**config.mk**
```make
export PLATFORM = sky130hd
export DESIGN_NAME = duel_reaction_controller_flat
export DESIGN_NICKNAME = d
export VERILOG_FILES = /design/src/rtl/duel_reaction_controller_pkg.sv /design/src/rtl/duel_reaction_controller_if.sv /design/src/rtl/duel_reaction_controller_lfsr_delay_gen.sv /design/src/rtl/duel_reaction_controller.sv /design/src/flat_wrapper.sv
export SDC_FILE = /design/constraint.sdc
export NUM_CORES = 1
export LEC_CHECK = 0
export CORE_MARGIN = 4
export CORE_UTILIZATION = 25
export DETAILED_ROUTE_END_ITERATION = 12
export DONT_BUFFER_PORTS = 1
export SETUP_SLACK_MARGIN = 0.02
export SKIP_LAST_GASP = 1
export SYNTH_ARGS = -nofsm -noshare
export SYNTH_HDL_FRONTEND = slang
export SYNTH_HIERARCHICAL = 1
export SYNTH_SLANG_ARGS = --single-unit
```
**constraint.sdc**
```tcl
create_clock -name clk_50M -period 3.8 [get_ports clk_50M]
set_clock_uncertainty 0.2 [all_clocks]
set_input_delay 0.19 -clock clk_50M [delete_from_list [all_inputs] [get_ports clk_50M]]
set_output_delay 0.19 -clock clk_50M [all_outputs]
set_load 0.01 [all_outputs]
```
**src/rtl/duel_reaction_controller_pkg.sv**
```systemverilog
// -----------------------------------------------------------------------------
// duel_reaction_controller_pkg
// Shared definitions for the duel reaction controller: FSM state encoding,
// counter_flag codes, winner codes, LFSR seed, delay width and the
// winner-selection helper used when a round completes.
// -----------------------------------------------------------------------------
`timescale 1ns/1ps
package duel_reaction_controller_pkg;

  typedef enum logic [2:0] {
    ST_IDLE = 3'd0,
    ST_WAIT = 3'd1,
    ST_RUN  = 3'd2,
    ST_DONE = 3'd3,
    ST_FOUL = 3'd4
  } state_t;

  localparam logic [1:0] FLAG_CLR  = 2'b00;
  localparam logic [1:0] FLAG_HOLD = 2'b01;
  localparam logic [1:0] FLAG_RUN  = 2'b10;

  localparam logic [1:0] WIN_NONE = 2'b00;
  localparam logic [1:0] WIN_A    = 2'b01;
  localparam logic [1:0] WIN_B    = 2'b10;
  localparam logic [1:0] WIN_TIE  = 2'b11;

  localparam logic [15:0] LFSR_SEED = 16'hACE1;

  // Wide enough for MIN_DELAY_MS + SPAN_MS at the default 2000 + 4000 ms.
  localparam int DELAY_W = 16;

  // Smaller time wins; a round where nobody pressed has no winner even
  // though both times read CNT_MAX.
  function automatic logic [1:0] pick_winner(input logic [9:0] ta,
                                             input logic [9:0] tb,
                                             input logic       any_cap);
    logic [1:0] w;
    if (!any_cap)     w = WIN_NONE;
    else if (ta < tb) w = WIN_A;
    else if (tb < ta) w = WIN_B;
    else              w = WIN_TIE;
    return w;
  endfunction

endpackage

```
**src/rtl/duel_reaction_controller_if.sv**
```systemverilog
// -----------------------------------------------------------------------------
// duel_reaction_controller_if
// Bundles the button inputs, the shared ms counter value and all round
// results of the duel reaction controller.
//   master : drives start/stop_a/stop_b/cnt_val, observes results
//   slave  : the controller itself
// -----------------------------------------------------------------------------
`timescale 1ns/1ps
interface duel_reaction_controller_if;
  logic       start;
  logic       stop_a;
  logic       stop_b;
  logic [9:0] cnt_val;
  logic [1:0] counter_flag;
  logic       LED;
  logic [9:0] time_a;
  logic [9:0] time_b;
  logic       foul_a;
  logic       foul_b;
  logic [1:0] winner;
  logic       busy;

  modport master (
    output start, stop_a, stop_b, cnt_val,
    input  counter_flag, LED, time_a, time_b, foul_a, foul_b, winner, busy
  );

  modport slave (
    input  start, stop_a, stop_b, cnt_val,
    output counter_flag, LED, time_a, time_b, foul_a, foul_b, winner, busy
  );
endinterface

```
**src/rtl/duel_reaction_controller_lfsr_delay_gen.sv**
```systemverilog
// -----------------------------------------------------------------------------
// lfsr_delay_gen
// Free-running 16-bit Fibonacci LFSR (taps 16,14,13,11) folded into a
// pre-delay in [MIN_DELAY_MS, MIN_DELAY_MS + SPAN_MS]. The parent samples
// delay_ms on the start edge.
// Ports:
//   clk      in   clock
//   rst_n    in   asynchronous active-low reset (LFSR -> 16'hACE1)
//   delay_ms out  candidate pre-delay, ms
// -----------------------------------------------------------------------------
`timescale 1ns/1ps
module lfsr_delay_gen
  import duel_reaction_controller_pkg::*;
#(
  parameter int MIN_DELAY_MS = 2000,
  parameter int SPAN_MS      = 4000
) (
  input  logic               clk,
  input  logic               rst_n,
  output logic [DELAY_W-1:0] delay_ms
);
  // Raw field is the smallest power of two covering SPAN_MS, so a single
  // subtract folds any raw value into [0, SPAN_MS]. For SPAN_MS = 4000 this
  // is lfsr[11:0].
  localparam int R_W = $clog2(SPAN_MS + 1);

  logic [15:0]      lfsr_q, lfsr_d;
  logic [R_W-1:0]   r_raw;
  logic [DELAY_W-1:0] r_fold;

  always_comb begin
    lfsr_d = {lfsr_q[14:0], lfsr_q[15] ^ lfsr_q[13] ^ lfsr_q[12] ^ lfsr_q[10]};
  end

  always_ff @(posedge clk or negedge rst_n) begin
    if (!rst_n) lfsr_q <= LFSR_SEED;
    else        lfsr_q <= lfsr_d;
  end

  always_comb begin
    r_raw  = lfsr_q[R_W-1:0];
    r_fold = DELAY_W'(r_raw);
    if (r_fold > DELAY_W'(SPAN_MS)) r_fold = r_fold - DELAY_W'(SPAN_MS);
    delay_ms = DELAY_W'(MIN_DELAY_MS) + r_fold;
  end
endmodule

```
**src/rtl/duel_reaction_controller.sv**
```systemverilog
// -----------------------------------------------------------------------------
// duel_reaction_controller
// Sequencer for the shared ms reaction counter in a two-player duel: random
// pre-delay, counter control, stop-button arbitration and result latching.
// Ports:
//   clk_50M  in  system clock
//   rst_n    in  asynchronous active-low reset
//   bus      slave side of duel_reaction_controller_if:
//            start/stop_a/stop_b (level buttons), cnt_val (counter value) in;
//            counter_flag, LED, time_a/b, foul_a/b, winner, busy out
// -----------------------------------------------------------------------------
`timescale 1ns/1ps
module duel_reaction_controller
  import duel_reaction_controller_pkg::*;
#(
  parameter int CLK_PER_MS   = 50000,
  parameter int MIN_DELAY_MS = 2000,
  parameter int SPAN_MS      = 4000,
  parameter int CNT_MAX      = 999
) (
  input  logic                        clk_50M,
  input  logic                        rst_n,
  duel_reaction_controller_if.slave   bus
);
  localparam int         PRE_W     = $clog2(CLK_PER_MS + 1);
  localparam logic [9:0] CNT_MAX_V = 10'(CNT_MAX);

  // Two synchroniser flops, a history flop and a registered edge pulse:
  // a pin edge is acted on by the FSM three cycles later.
  logic [2:0] pin_raw, sync1_q, sync2_q, sync3_q, edge_q;
  logic       start_edge, stop_a_edge, stop_b_edge;

  assign pin_raw = {bus.stop_b, bus.stop_a, bus.start};

  always_ff @(posedge clk_50M or negedge rst_n) begin
    if (!rst_n) begin
      sync1_q <= '0;
      sync2_q <= '0;
      sync3_q <= '0;
      edge_q  <= '0;
    end else begin
      sync1_q <= pin_raw;
      sync2_q <= sync1_q;
      sync3_q <= sync2_q;
      edge_q  <= sync2_q & ~sync3_q;
    end
  end

  assign start_edge  = edge_q[0];
  assign stop_a_edge = edge_q[1];
  assign stop_b_edge = edge_q[2];

  logic [DELAY_W-1:0] new_delay;

  lfsr_delay_gen #(
    .MIN_DELAY_MS (MIN_DELAY_MS),
    .SPAN_MS      (SPAN_MS)
  ) u_delay (
    .clk      (clk_50M),
    .rst_n    (rst_n),
    .delay_ms (new_delay)
  );

  state_t             state_q, state_d;
  logic [PRE_W-1:0]   pre_q, pre_d;
  logic [DELAY_W-1:0] delay_q, delay_d;
  logic [9:0]         time_a_q, time_a_d, time_b_q, time_b_d;
  logic               cap_a_q, cap_a_d, cap_b_q, cap_b_d;
  logic               foul_a_q, foul_a_d, foul_b_q, foul_b_d;
  logic [1:0]         winner_q, winner_d;
  logic               tick, cap_a_new, cap_b_new;
  logic [1:0]         flag;
  logic               led, busy;

  assign tick = (pre_q == PRE_W'(CLK_PER_MS - 1));

  always_ff @(posedge clk_50M or negedge rst_n) begin
    if (!rst_n) begin
      state_q  <= ST_IDLE;
      pre_q    <= '0;
      delay_q  <= '0;
      time_a_q <= '0;
      time_b_q <= '0;
      cap_a_q  <= 1'b0;
      cap_b_q  <= 1'b0;
      foul_a_q <= 1'b0;
      foul_b_q <= 1'b0;
      winner_q <= WIN_NONE;
    end else begin
      state_q  <= state_d;
      pre_q    <= pre_d;
      delay_q  <= delay_d;
      time_a_q <= time_a_d;
      time_b_q <= time_b_d;
      cap_a_q  <= cap_a_d;
      cap_b_q  <= cap_b_d;
      foul_a_q <= foul_a_d;
      foul_b_q <= foul_b_d;
      winner_q <= winner_d;
    end
  end

  always_comb begin
    state_d   = state_q;
    pre_d     = tick ? '0 : pre_q + 1'b1;
    delay_d   = delay_q;
    time_a_d  = time_a_q;
    time_b_d  = time_b_q;
    cap_a_d   = cap_a_q;
    cap_b_d   = cap_b_q;
    foul_a_d  = foul_a_q;
    foul_b_d  = foul_b_q;
    winner_d  = winner_q;
    cap_a_new = cap_a_q | stop_a_edge;
    cap_b_new = cap_b_q | stop_b_edge;
    flag      = FLAG_CLR;
    led       = 1'b0;
    busy      = 1'b0;

    unique case (state_q)
      ST_IDLE, ST_DONE, ST_FOUL: begin
        if (state_q == ST_DONE) flag = FLAG_HOLD;
        if (start_edge) begin
          state_d  = ST_WAIT;
          pre_d    = '0;
          delay_d  = new_delay;
          time_a_d = '0;
          time_b_d = '0;
          cap_a_d  = 1'b0;
          cap_b_d  = 1'b0;
          foul_a_d = 1'b0;
          foul_b_d = 1'b0;
          winner_d = WIN_NONE;
        end
      end

      ST_WAIT: begin
        busy = 1'b1;
        // A false start beats a delay expiring in the same cycle.
        if (stop_a_edge || stop_b_edge) begin
          state_d  = ST_FOUL;
          foul_a_d = stop_a_edge;
          foul_b_d = stop_b_edge;
          if (stop_a_edge && stop_b_edge) winner_d = WIN_NONE;
          else if (stop_a_edge)           winner_d = WIN_B;
          else                            winner_d = WIN_A;
        end else if (tick) begin
          if (delay_q <= DELAY_W'(1)) state_d = ST_RUN;
          else                        delay_d = delay_q - 1'b1;
        end
      end

      ST_RUN: begin
        flag = FLAG_RUN;
        led  = 1'b1;
        busy = 1'b1;
        if (stop_a_edge && !cap_a_q) time_a_d = bus.cnt_val;
        if (stop_b_edge && !cap_b_q) time_b_d = bus.cnt_val;
        cap_a_d = cap_a_new;
        cap_b_d = cap_b_new;
        if ((cap_a_new && cap_b_new) || (bus.cnt_val == CNT_MAX_V)) begin
          state_d = ST_DONE;
          if (!cap_a_new) time_a_d = CNT_MAX_V;
          if (!cap_b_new) time_b_d = CNT_MAX_V;
          winner_d = pick_winner(time_a_d, time_b_d, cap_a_new | cap_b_new);
        end
      end

      default: state_d = ST_IDLE;
    endcase
  end

  assign bus.counter_flag = flag;
  assign bus.LED          = led;
  assign bus.busy         = busy;
  assign bus.time_a       = time_a_q;
  assign bus.time_b       = time_b_q;
  assign bus.foul_a       = foul_a_q;
  assign bus.foul_b       = foul_b_q;
  assign bus.winner       = winner_q;
endmodule

```
**src/flat_wrapper.sv**
```systemverilog
// flat-port wrapper written by rule: the top's interface ports become plain ports
module duel_reaction_controller_flat import duel_reaction_controller_pkg::*;
#(
  parameter int CLK_PER_MS   = 50000,
  parameter int MIN_DELAY_MS = 2000,
  parameter int SPAN_MS      = 4000,
  parameter int CNT_MAX      = 999
)
  (clk_50M, rst_n, bus_start, bus_stop_a, bus_stop_b, bus_cnt_val, bus_counter_flag, bus_LED, bus_time_a, bus_time_b, bus_foul_a, bus_foul_b, bus_winner, bus_busy);
  duel_reaction_controller_if bus_i ();
  input  logic clk_50M;
  input  logic rst_n;
  input wire logic [$bits(bus_i.start)-1:0] bus_start;
  input wire logic [$bits(bus_i.stop_a)-1:0] bus_stop_a;
  input wire logic [$bits(bus_i.stop_b)-1:0] bus_stop_b;
  input wire logic [$bits(bus_i.cnt_val)-1:0] bus_cnt_val;
  output wire logic [$bits(bus_i.counter_flag)-1:0] bus_counter_flag;
  output wire logic [$bits(bus_i.LED)-1:0] bus_LED;
  output wire logic [$bits(bus_i.time_a)-1:0] bus_time_a;
  output wire logic [$bits(bus_i.time_b)-1:0] bus_time_b;
  output wire logic [$bits(bus_i.foul_a)-1:0] bus_foul_a;
  output wire logic [$bits(bus_i.foul_b)-1:0] bus_foul_b;
  output wire logic [$bits(bus_i.winner)-1:0] bus_winner;
  output wire logic [$bits(bus_i.busy)-1:0] bus_busy;
  assign bus_i.start = bus_start;
  assign bus_i.stop_a = bus_stop_a;
  assign bus_i.stop_b = bus_stop_b;
  assign bus_i.cnt_val = bus_cnt_val;
  assign bus_counter_flag = bus_i.counter_flag;
  assign bus_LED = bus_i.LED;
  assign bus_time_a = bus_i.time_a;
  assign bus_time_b = bus_i.time_b;
  assign bus_foul_a = bus_i.foul_a;
  assign bus_foul_b = bus_i.foul_b;
  assign bus_winner = bus_i.winner;
  assign bus_busy = bus_i.busy;
  duel_reaction_controller #(.CLK_PER_MS(CLK_PER_MS), .MIN_DELAY_MS(MIN_DELAY_MS), .SPAN_MS(SPAN_MS), .CNT_MAX(CNT_MAX)) u_core (.clk_50M(clk_50M), .rst_n(rst_n), .bus(bus_i));
endmodule
```
After elaboration in Yosys (flattened, before gate mapping):

Cells that the tools add are included.

* equality and inequality tests: 14
* $lt $le $gt $ge: 4
* reduce and logical (&&, ||, !) cells: 19
* bitwise logic cells: 8
* $add $sub $neg: 4
* multiplexer cells: 48
* shift-type cells: 0
* divide/modulo/power cells: 0
* multiply operators: 0

Operators with widths (count)
* $mux 16: 8
* $mux 10: 11
* $pmux 10 s2: 2
* $pmux 16 s2: 1
* $lt 10x10->1: 2
* $add 11x16->16 const A: 1
* $add 16x1->16 const B: 1
* $eq 16x16->1 const B: 1
* $le 16x1->1 const B: 1
* $sub 16x1->16 const B: 1
* $mux 3: 5
* $mux 2: 7
* $sub 12x12->13 const B: 1
* $gt 12x12->1 const B: 1
* $eq 10x10->1 const B: 1
* $pmux 3 s3: 1
* $ne 2x1->1 const B: 4
* $pmux 1 s2: 4
* $reduce_and 4->1: 2
* $mux 1: 7
* $eq 3x2->1 const B: 2
* $ne 3x1->1 const B: 2
* $pmux 2 s3: 1
* $reduce_and 5->1: 1
* 18 further kinds: 29

* logic and storage cells: 112
* input bits: 15
* flip-flop bits (word level): 89
* memories kept: 0
* memory bits (read-only): 0
* latch bits: 0
* memory bits (writable): 0

Logic depth before layout (Yosys ltp):

Gate-level depths: netlist (run 1).

* depth after elaboration: 12
* gate-level depth with buffers: 15
* mapped depth without buffers: 12

Cells and area by module:

The synthesis (run 1) kept the hierarchy.

By module, submodules not included
* duel_reaction_controller: seq. area each 1826.8 um^2, cells an instance 416, times used 1, area an instance 4053.9 um^2
* lfsr_delay_gen: seq. area each 410.4 um^2, cells an instance 92, times used 1, area an instance 889.6 um^2

Worst setup path before layout (run 1):

Ideal clock, no wire load.

* path type: flip-flop to flip-flop
* start point: register u_core.u_delay.lfsr_q[6]
* end point: register u_core.delay_q[12]
* setup time: 125 ps
* path slack: 100 ps
* clock period less this slack: 3700 ps
* path buffers: 3
* cell stages (with the launch flop): 16
* data required time: 3475 ps
* arrival time: 3376 ps
* cell sequence: dfstp_2 > inv_1 > ha_1 > or4_4 > buf_6 > or2_0 > buf_2 > buf_2 > xnor2_1 > ha_1 > nor2b_1 > nor3b_1 > o21ai_0 > a31o_2 > a21oi_1 > o2bb2ai_1

* word-level cells in the longest chain between the ends: 5
* elaborated cells on any way between the ends: 6

RTL lines
* from (decl): RTL line duel_reaction_controller_lfsr_delay_gen.sv:27 `logic [15:0] lfsr_q, lfsr_d;`
* from (signal assigned): RTL line duel_reaction_controller_lfsr_delay_gen.sv:37 `else lfsr_q <= lfsr_d;`
* $sub 12x12->13 or $gt 12x12->1 (tied branches): RTL line duel_reaction_controller_lfsr_delay_gen.sv:43 `if (r_fold > DELAY_W'(SPAN_MS)) r_fold = r_fold - DELAY_W'(SPAN_MS);`
* $mux 16 (*): RTL line duel_reaction_controller_lfsr_delay_gen.sv:43
* $add 11x16->16 (*): RTL line duel_reaction_controller_lfsr_delay_gen.sv:44 `delay_ms = DELAY_W'(MIN_DELAY_MS) + r_fold;`
* via u_core.new_delay[12]: RTL line duel_reaction_controller.sv:53 `logic [DELAY_W-1:0] new_delay;`
* $mux 16 (*): RTL line duel_reaction_controller.sv:123 `if (start_edge) begin`
* $pmux 16 s2 (*): RTL line duel_reaction_controller.sv:120 `unique case (state_q)`
* to (signal assigned): RTL line duel_reaction_controller.sv:92 `delay_q <= delay_d;`
* to (decl): RTL line duel_reaction_controller.sv:66 `logic [DELAY_W-1:0] delay_q, delay_d;`

Mark *: on every way through the listed nets, which the timed path passes. The rest lies on a longest branch. The select of a mux whose other input is x is not followed.
A chain may end at the register's enable or synchronous reset.

Worst setup path in the final report (run 1):

Same ends and word-level chain as after synthesis.

==> reports/metrics.cfg, run 1 <==
[grt]
grt_pass1_wl_um=19950
fraction_of_met3_tracks_used_by_global_routing=0.02529
grt_start_max_net_pins=90
overflow=0
gr-usage-all-layers=0.1103
grt.met1_usage=0.1562
grt_pass1_vias=3765
grt.met2_usage=0.1650
busiest_layer_in_global_routing=met2
antenna_violations_before_repair=0

[route]
drt-total-wl_um=11880
post-route-drc-count=0
routed-via-count=3927
drt-pass1-iter-count=5
avgRoutedWirePerCell_um=15.33
ant_nets=0
avgViaCountPerCell=5.067
number_of_drc_violations_after_detailed_routing_iteration_0=379

[floorplan]
row_count=51
num_io_pins=43
die_y_um=148.6
die_w_um=148.6
die_area_sq_um=22090
core_sq_um=19460
start_util=0.2540

[synthesis]
dominantRegCellSynth=sky130_fd_sc_hd__dfrtp_1
synthCells=508
seq_area_frac_synth=0.4525
async_s_r_ff_share_synth=1.000
yosysWarningCount=6
synth_cell_type_count=69
mappedNetlistArea_sq_um=4943
synth_edf_count=0
synth.ff_latch_count=89
mappedNetlistNets=538
avgSynthCellArea_sq_um=9.731

[clock_network]
clk_root_buffer_cell=sky130_fd_sc_hd__clkbuf_16
cts_buffers=9
post-cts-setup-buffers=0
htree_levels=3
clock_net_sink_count=89
cts.reportedPaths.clkPinSlew_ps=70
clock_tree_from_tritoncts=yes
worst_skew_pair.late_latency_ps=340
clock_path_buffers=2

[place]
postPlaceCellArea_sq_um=5154
place.gp.congestion=0.8169
dpl.hpwl_um=7985
port_buffers=0

[job]
max-cap-violations=0

[pwr]
peakVddDrop_v=0.0002324
power_per_cell_area_nw_per_um2=669.7
leakage_power_summed_over_all_cells_nw=2.270

[layout]
final_layout_size_suffix_gt1_frac=0.1216
diodes=0
final_net_count=536
n_fill_cell=1992
area_of_all_placed_cells_without_fillers_sq_um=5655
area_delta_synth_final_pct=14.40

[min_path]
hold_start=u_core/u_delay/lfsr_q[14]
timing.hold.worst_path_depth=0
hp-class=flip-flop to flip-flop
whs_endpoint=u_core/u_delay/lfsr_q[15]

[worst_setup_path]
setup.worst_path.start=u_core/u_delay/lfsr_q[6]
worstSetupPathType=flip-flop to flip-flop
timing.critical_path.slowest_cell_delay_ps=620
cpMaxStageDelayCell=sky130_fd_sc_hd__dfstp_2
r2r_end=u_core/delay_q[12]
type_of_element_launching_the_critical_path=flip-flop
critical_path.most_common_cell=sky130_fd_sc_hd__ha_1
cp_cell_sequence=inv_1 -> ha_1 -> or4_4 -> or2_0 -> xnor2_1 -> ha_1 -> nor2b_1 -> nor3b_4 -> o21ai_0 -> a31o_2 -> a21oi_1 -> o2bb2ai_1
worst_setup_ep_type=flip-flop
crit-reg2reg-launch=u_core/u_delay/lfsr_q[6]
timing.critical_path.arrival_ps=3510
worstPathRequired_ps=3810
timing.reg2reg.setup_slack_ps=300
timing.reg2reg.worst_path_depth=12
critical_path.max_fanout=9

[timing]
fmax_ghz=0.2856
post_route_minimum_period_ps=3501
finalSetupViolations=0
rsz0062_at_grt=no
relSlewSlack=0.3913
slew_worst_pin_ps=909.7
final_max_slew_viol_count=0
hold_viol=0
post-route-period-util=0.9213
setup_tns_ps=0

[outcome]
outcome=finished, final reports clean

[routing by layer]
metal | up-vias | wire (um) | share of wire
met2 | 99 | 5307 | 0.45
met3 | 14 | 595 | 0.050
met1 | 1915 | 5741 | 0.48
li1 | 1899 | - | -
met4 | 0 | 235 | 0.020
met5 | - | 0 | 0
[synth_stat cells, types with 6 or more instances]
library cell	instances	area (sq um)
sky130_fd_sc_hd__nand4_1	10	62.56
sky130_fd_sc_hd__o2bb2ai_1	12	105.1
sky130_fd_sc_hd__nand3_1	12	60.06
sky130_fd_sc_hd__o21ai_0	22	110.1
sky130_fd_sc_hd__inv_1	18	67.56
sky130_fd_sc_hd__o22a_1	11	96.34
sky130_fd_sc_hd__a211o_1	8	70.07
sky130_fd_sc_hd__buf_2	8	40.04
sky130_fd_sc_hd__dfrtp_1	81	2027
sky130_fd_sc_hd__nand4b_1	6	52.55
sky130_fd_sc_hd__o221a_2	16	180.2
sky130_fd_sc_hd__a21oi_1	21	105.1
sky130_fd_sc_hd__clkbuf_1	19	71.32
sky130_fd_sc_hd__a22oi_1	7	52.55
sky130_fd_sc_hd__nor2b_1	9	56.30
sky130_fd_sc_hd__o22ai_1	9	56.30
sky130_fd_sc_hd__nand2_1	33	123.9
sky130_fd_sc_hd__dfstp_2	8	210.2
sky130_fd_sc_hd__xnor2_1	13	113.9
sky130_fd_sc_hd__nor3_1	19	95.09
sky130_fd_sc_hd__xor2_1	6	52.55
sky130_fd_sc_hd__nor2_1	52	195.2
sky130_fd_sc_hd__o211ai_1	9	67.56
sky130_fd_sc_hd__ha_1	15	187.7
[kinds of logic (layout without fill, tap and decap cells)]
kind of cell,count (synthesis),count (layout),synth area share
compound gates,149,149,0.2280
xor+xnor,19,19,0.03366
flops,89,89,0.4525
mux,4,4,0.008352
simple gates,177,177,0.1888
fa+ha+maj,15,15,0.03797
buf+inv,55,57,0.05062
[layout make-up]
| class | count | area, sq um | area share |
|---|---|---|---|
| clock buffers | 9 | 225.2 | 0.03982 |
| clock inverters | 6 | 97.59 | 0.01726 |
| inverters | 21 | 78.83 | 0.01394 |
| multi-input cells | 364 | 2472 | 0.4372 |
| flip-flops and latches | 89 | 2237 | 0.3956 |
| well taps | 265 | 331.6 | 0.05863 |
| repair buffers | 21 | 212.7 | 0.03761 |
[power breakdown]
| group | leakage, nW | switching [mW] | total [mW] | internal [mW] |
|---|---|---|---|---|
| clock | 0.159 | 0.395 | 0.980 | 0.585 |
| combinational | 0.970 | 0.765 | 1.34 | 0.579 |
| sequential | 1.14 | 0.307 | 1.46 | 1.16 |
[metrics by stage]
step,setup WS (ps),util,hold slack [ps],power (mW),instances
final,299.1,0.2906,153.0,3.787,775
after global routing,41.77,0.2906,159.7,4.066,775
after CTS,187.2,0.2900,153.9,3.823,775
after detailed placement,194.5,0.2648,-297.0,2.784,745
after global placement,251.4,0.2648,-296.9,2.779,745
after floorplan,99.56,-,-305.6,2.467,508
[flip-flops by register name (all words and copies together) (netlist names)]
signal	cells
u_core/pre_q	16
u_core/bus.time_b	10
u_core/cap_b_q	1
u_core/sync3_q	3
u_core/state_q	3
u_core/cap_a_q	1
u_core/bus.foul_b	1
u_core/u_delay/lfsr_q	16
u_core/delay_q	16
u_core/bus.winner	2
u_core/sync2_q	3
u_core/bus.time_a	10
u_core/edge_q	3
u_core/sync1_q	3
u_core/bus.foul_a	1
[worst max-delay path, delay by kind of cell (launching register included)]
family                     cells  cell delay, ps
xor gates and xnor gates       1             140
AOI/OAI and AO/OA              4             630
adders and majority gates      2             440
buffers and inverters          1             120
DFF                            1             620
and+or+nand+nor                4            1220
[cell usage in the layout (no fill, tap or decap), types with 9 or more instances in the layout]
master / instances
sky130_fd_sc_hd__clkbuf_16: 9
sky130_fd_sc_hd__o22ai_1: 9
sky130_fd_sc_hd__nor3_1: 18
sky130_fd_sc_hd__o211ai_1: 9
sky130_fd_sc_hd__o22a_1: 11
sky130_fd_sc_hd__dlygate4sd3_1: 14
sky130_fd_sc_hd__nor2b_1: 9
sky130_fd_sc_hd__inv_1: 18
sky130_fd_sc_hd__ha_1: 15
sky130_fd_sc_hd__nand2_1: 33
sky130_fd_sc_hd__nor2_1: 52
sky130_fd_sc_hd__dfrtp_1: 81
sky130_fd_sc_hd__xnor2_1: 13
sky130_fd_sc_hd__nand3_1: 12
sky130_fd_sc_hd__o21ai_0: 22
sky130_fd_sc_hd__a21oi_1: 21
sky130_fd_sc_hd__o2bb2ai_1: 12
sky130_fd_sc_hd__nand4_1: 10
sky130_fd_sc_hd__o221a_2: 16
[what timing repair did]
item | CTS | global route
hold buffers | 15 | 0
gates resized for setup | 0 | 2
hold endpoints to repair | 112 | 0
endpoints found under the setup margin | 0 | 2
[worst max-delay path by stage]
stage / endpoint / slack [ps] / cells after the start
floorplan: u_core/delay_q[12] / 100 / 15
global placement: u_core/delay_q[12] / 250 / 12
detailed placement: u_core/delay_q[12] / 190 / 12
CTS: u_core/delay_q[12] / 190 / 12
global route: u_core/delay_q[12] / 40 / 12
finish: u_core/delay_q[12] / 300 / 12
Power figures use the tool's default switching activity.
==> run 2: changes to the inputs <==
--- a/config.mk
+++ b/config.mk
@@ -5,10 +5,10 @@
 export SDC_FILE = /design/constraint.sdc
 export NUM_CORES = 1
 export LEC_CHECK = 0
+export BUFFER_PORTS_ARGS = -buffer_cell sky130_fd_sc_hd__buf_4
 export CORE_MARGIN = 4
 export CORE_UTILIZATION = 25
 export DETAILED_ROUTE_END_ITERATION = 12
-export DONT_BUFFER_PORTS = 1
 export SETUP_SLACK_MARGIN = 0.02
 export SKIP_LAST_GASP = 1
 export SYNTH_ARGS = -nofsm -noshare
==> run 2 against run 1 <==
Effect of this change: fmax decreased by 2.3%; sequential cell count unchanged; power rose by 2.9%; routed wire length is 1.7% higher; first-iteration DRC count rose by 3.2%; clock-buffer cell count grew 1; clock power shrank 5.6%; worst hold slack lost 4.0 ps; sequential share of layout area is 1.8 points lower; largest cell class unchanged; largest power group is now combinational logic.
==> reports/metrics.cfg, run 2 (synthesis results as in run 1) <==
[pwr]
sequentialPowerShare=0.359  ; -0.027
leakage_power_summed_over_all_cells_nw=2.456  ; +8.2%
peakVddDrop_v=0.0002437  ; +4.8%
pwr-share-comb=0.403  ; +0.048
power.share.switching=0.3815  ; -0.005811
power_report.internal_total_mw=2.410  ; +3.9%
power.switching_mw=1.486  ; +1.3%
clock_power_share=0.237  ; -0.022
power_per_cell_area_nw_per_um2=658.2  ; -1.7%

[timing]
fmax_ghz=0.2790  ; -2.3%
rsz0062_at_grt=no
hold_viol=0  ; unchanged
setup_tns_ps=0  ; unchanged
final_max_slew_viol_count=0  ; unchanged
fin_ws_ps=215.5  ; -83.58 ps
finalSetupViolations=0  ; unchanged
slew_worst_pin_ps=974.3  ; +64.51 ps
post_route_minimum_period_ps=3584  ; +83.58 ps
relSlewSlack=0.3505  ; -0.04077
post-route-period-util=0.9433  ; +0.02199

[route]
avgViaCountPerCell=4.881  ; -3.7%
number_of_drc_violations_after_detailed_routing_iteration_0=391  ; +3.2%
highest_layer=met4
routed-via-count=3983  ; +1.4%
post-route-drc-count=0  ; unchanged
met2_wirelength_um=5410  ; +1.9%
routed-wl-met3_um=450  ; -24%
drt-total-wl_um=12080  ; +1.7%
m1WireLength_um=5860  ; +2.1%
avgRoutedWirePerCell_um=14.81  ; -3.4%
drt-pass1-iter-count=4  ; -1
ant_nets=0  ; unchanged

[layout]
final_net_count=576  ; +7.5%
final_layout_size_suffix_gt1_frac=0.1869  ; +0.06536
area_delta_synth_final_pct=19.74
top_regs=u_core/delay_q (16), u_core/pre_q (16), u_core/u_delay/lfsr_q (16)
most_common_cell_after_layout_fill_and_taps_aside=sky130_fd_sc_hd__dfrtp_1
commonest_cells_after_routing_fill_and_taps_aside=81 x sky130_fd_sc_hd__dfrtp_1, 52 x sky130_fd_sc_hd__nor2_1, 47 x sky130_fd_sc_hd__buf_4, 33 x sky130_fd_sc_hd__nand2_1, 22 x sky130_fd_sc_hd__o21ai_0
diodes=0  ; unchanged

[min_path]
timing.hold.worst_path_depth=0  ; unchanged
hp-class=flip-flop to flip-flop
whs_endpoint=u_core/sync2_q[0]
hold_start=u_core/sync1_q[0]

[floorplan]
die_area_sq_um=22090  ; unchanged
start_util=0.2540  ; unchanged
die_w_um=148.6  ; unchanged
row_count=51  ; unchanged
core_sq_um=19460  ; unchanged
num_io_pins=43  ; unchanged
die_y_um=148.6  ; unchanged

[worst_setup_path]
critical_path.most_common_cell=sky130_fd_sc_hd__ha_1
cpMaxStageDelayCell=sky130_fd_sc_hd__dfstp_2
timing.critical_path.buf_inv=1  ; unchanged
timing.critical_path.slowest_cell_delay_ps=620  ; about the same
worstSetupPathType=flip-flop to flip-flop
cpLargestDelayFamily=simple AND/OR/NAND/NOR gates
r2r_end=u_core/delay_q[12]
worst_setup_ep_type=flip-flop
cp_cell_sequence=inv_1 -> ha_1 -> or4_4 -> or2_0 -> xnor2_1 -> ha_1 -> nor2b_1 -> nor3b_2 -> o21ai_0 -> a31o_2 -> a21oi_1 -> o2bb2ai_1
worstPathRequired_ps=3830  ; +20 ps
type_of_element_launching_the_critical_path=flip-flop
timing.reg2reg.setup_slack_ps=220  ; -80 ps
timing.critical_path.arrival_ps=3610  ; +100 ps
crit-reg2reg-launch=u_core/u_delay/lfsr_q[6]
timing.reg2reg.worst_path_depth=12  ; unchanged
critical_path.max_fanout=9  ; unchanged

[grt]
grt_start_max_net_pins=77  ; -14%
overflow=0  ; unchanged
grt_pass1_wl_um=19890  ; -0.28%
gr-usage-all-layers=0.1126  ; +0.002256
antenna_violations_before_repair=0  ; unchanged
grt_pass1_vias=3872  ; +2.8%

[clock_network]
worst_skew_pair.late_latency_ps=360  ; +20 ps
clk_root_buffer_cell=sky130_fd_sc_hd__clkbuf_16
cts.reportedPaths.clkPinSlew_ps=70  ; about the same
cts_buffers=9  ; unchanged
htree_levels=3  ; unchanged
clock_path_buffers=2  ; unchanged
clock_net_sink_count=89  ; unchanged
clock_tree_from_tritoncts=yes

[outcome]
outcome=finished, final reports clean

[job]
max-cap-violations=0  ; unchanged

[place]
port_buffers=42  ; +42
dpl.hpwl_um=8127  ; +1.8%
place.gp.congestion=0.8275  ; +1.3%
place_worst_setup_slack_ps=101.4  ; -93.05 ps

run 2: what timing repair did:
| action | in CTS | in global routing |
|---|---|---|
| endpoints found under the setup margin | 0 | 3 |
| hold buffers | 14 | 0 |
| hold endpoints to repair | 90 | 0 |
| gates resized for setup | 0 | 1 |
| buffers inserted | 0 | 0 |
run 2: cell type report:
| class | instances | area, sq um |
|---|---|---|
| Clock buffer | 10 | 239.0 |
| Fill cell | 2000 | 13540 |
| Clock inverter | 6 | 73.82 |
| Tap cell | 265 | 331.6 |
| Multi-Input combinational cell | 364 | 2466 |
| Timing Repair Buffer | 61 | 493.0 |
| Inverter | 21 | 78.83 |
| Sequential cell | 89 | 2237 |
run 2: worst max path at each step:
stage | from | end | slack (ps) | depth (start not counted)
finish | u_core/u_delay/lfsr_q[6] | u_core/delay_q[12] | 220 | 12
global route | u_core/u_delay/lfsr_q[6] | u_core/delay_q[8] | 40 | 12
CTS | u_core/u_delay/lfsr_q[6] | u_core/delay_q[12] | 100 | 12
detailed placement | u_core/u_delay/lfsr_q[6] | u_core/delay_q[12] | 100 | 12
global placement | u_core/u_delay/lfsr_q[6] | u_core/delay_q[12] | 180 | 12
floorplan | u_core/u_delay/lfsr_q[6] | u_core/delay_q[12] | 100 | 15
run 2: power by group through the flow:
stage / Clock (mW) / Sequential, mW / Combinational, mW
detailed placement: 0 / 1.41 / 1.57
finish: 0.925 / 1.40 / 1.57
CTS: 0.960 / 1.40 / 1.59
global route: 1.01 / 1.43 / 1.77
global placement: 0 / 1.41 / 1.56
floorplan: 0 / 1.37 / 1.10
run 2: layer usage:
metal / GRT usage / up-vias
met3: 0.02773 / 20
met1: 0.1562 / 1909
li1: - / 1975
met4: 0.05681 / 0
met2: 0.1628 / 79
met5: 0 / -
run 2: metrics by stage:
stage	hold slack, ps	total power, mW	cell area (sq um)	util	instances
finish	149.0	3.896	5919	0.3041	816
global route	156.0	4.208	5919	0.3041	816
CTS	151.7	3.947	5914	0.3039	816
detailed placement	110.6	2.982	5461	0.2806	786
global placement	113.6	2.973	5461	0.2806	786
floorplan	-305.6	2.467	4943	-	508
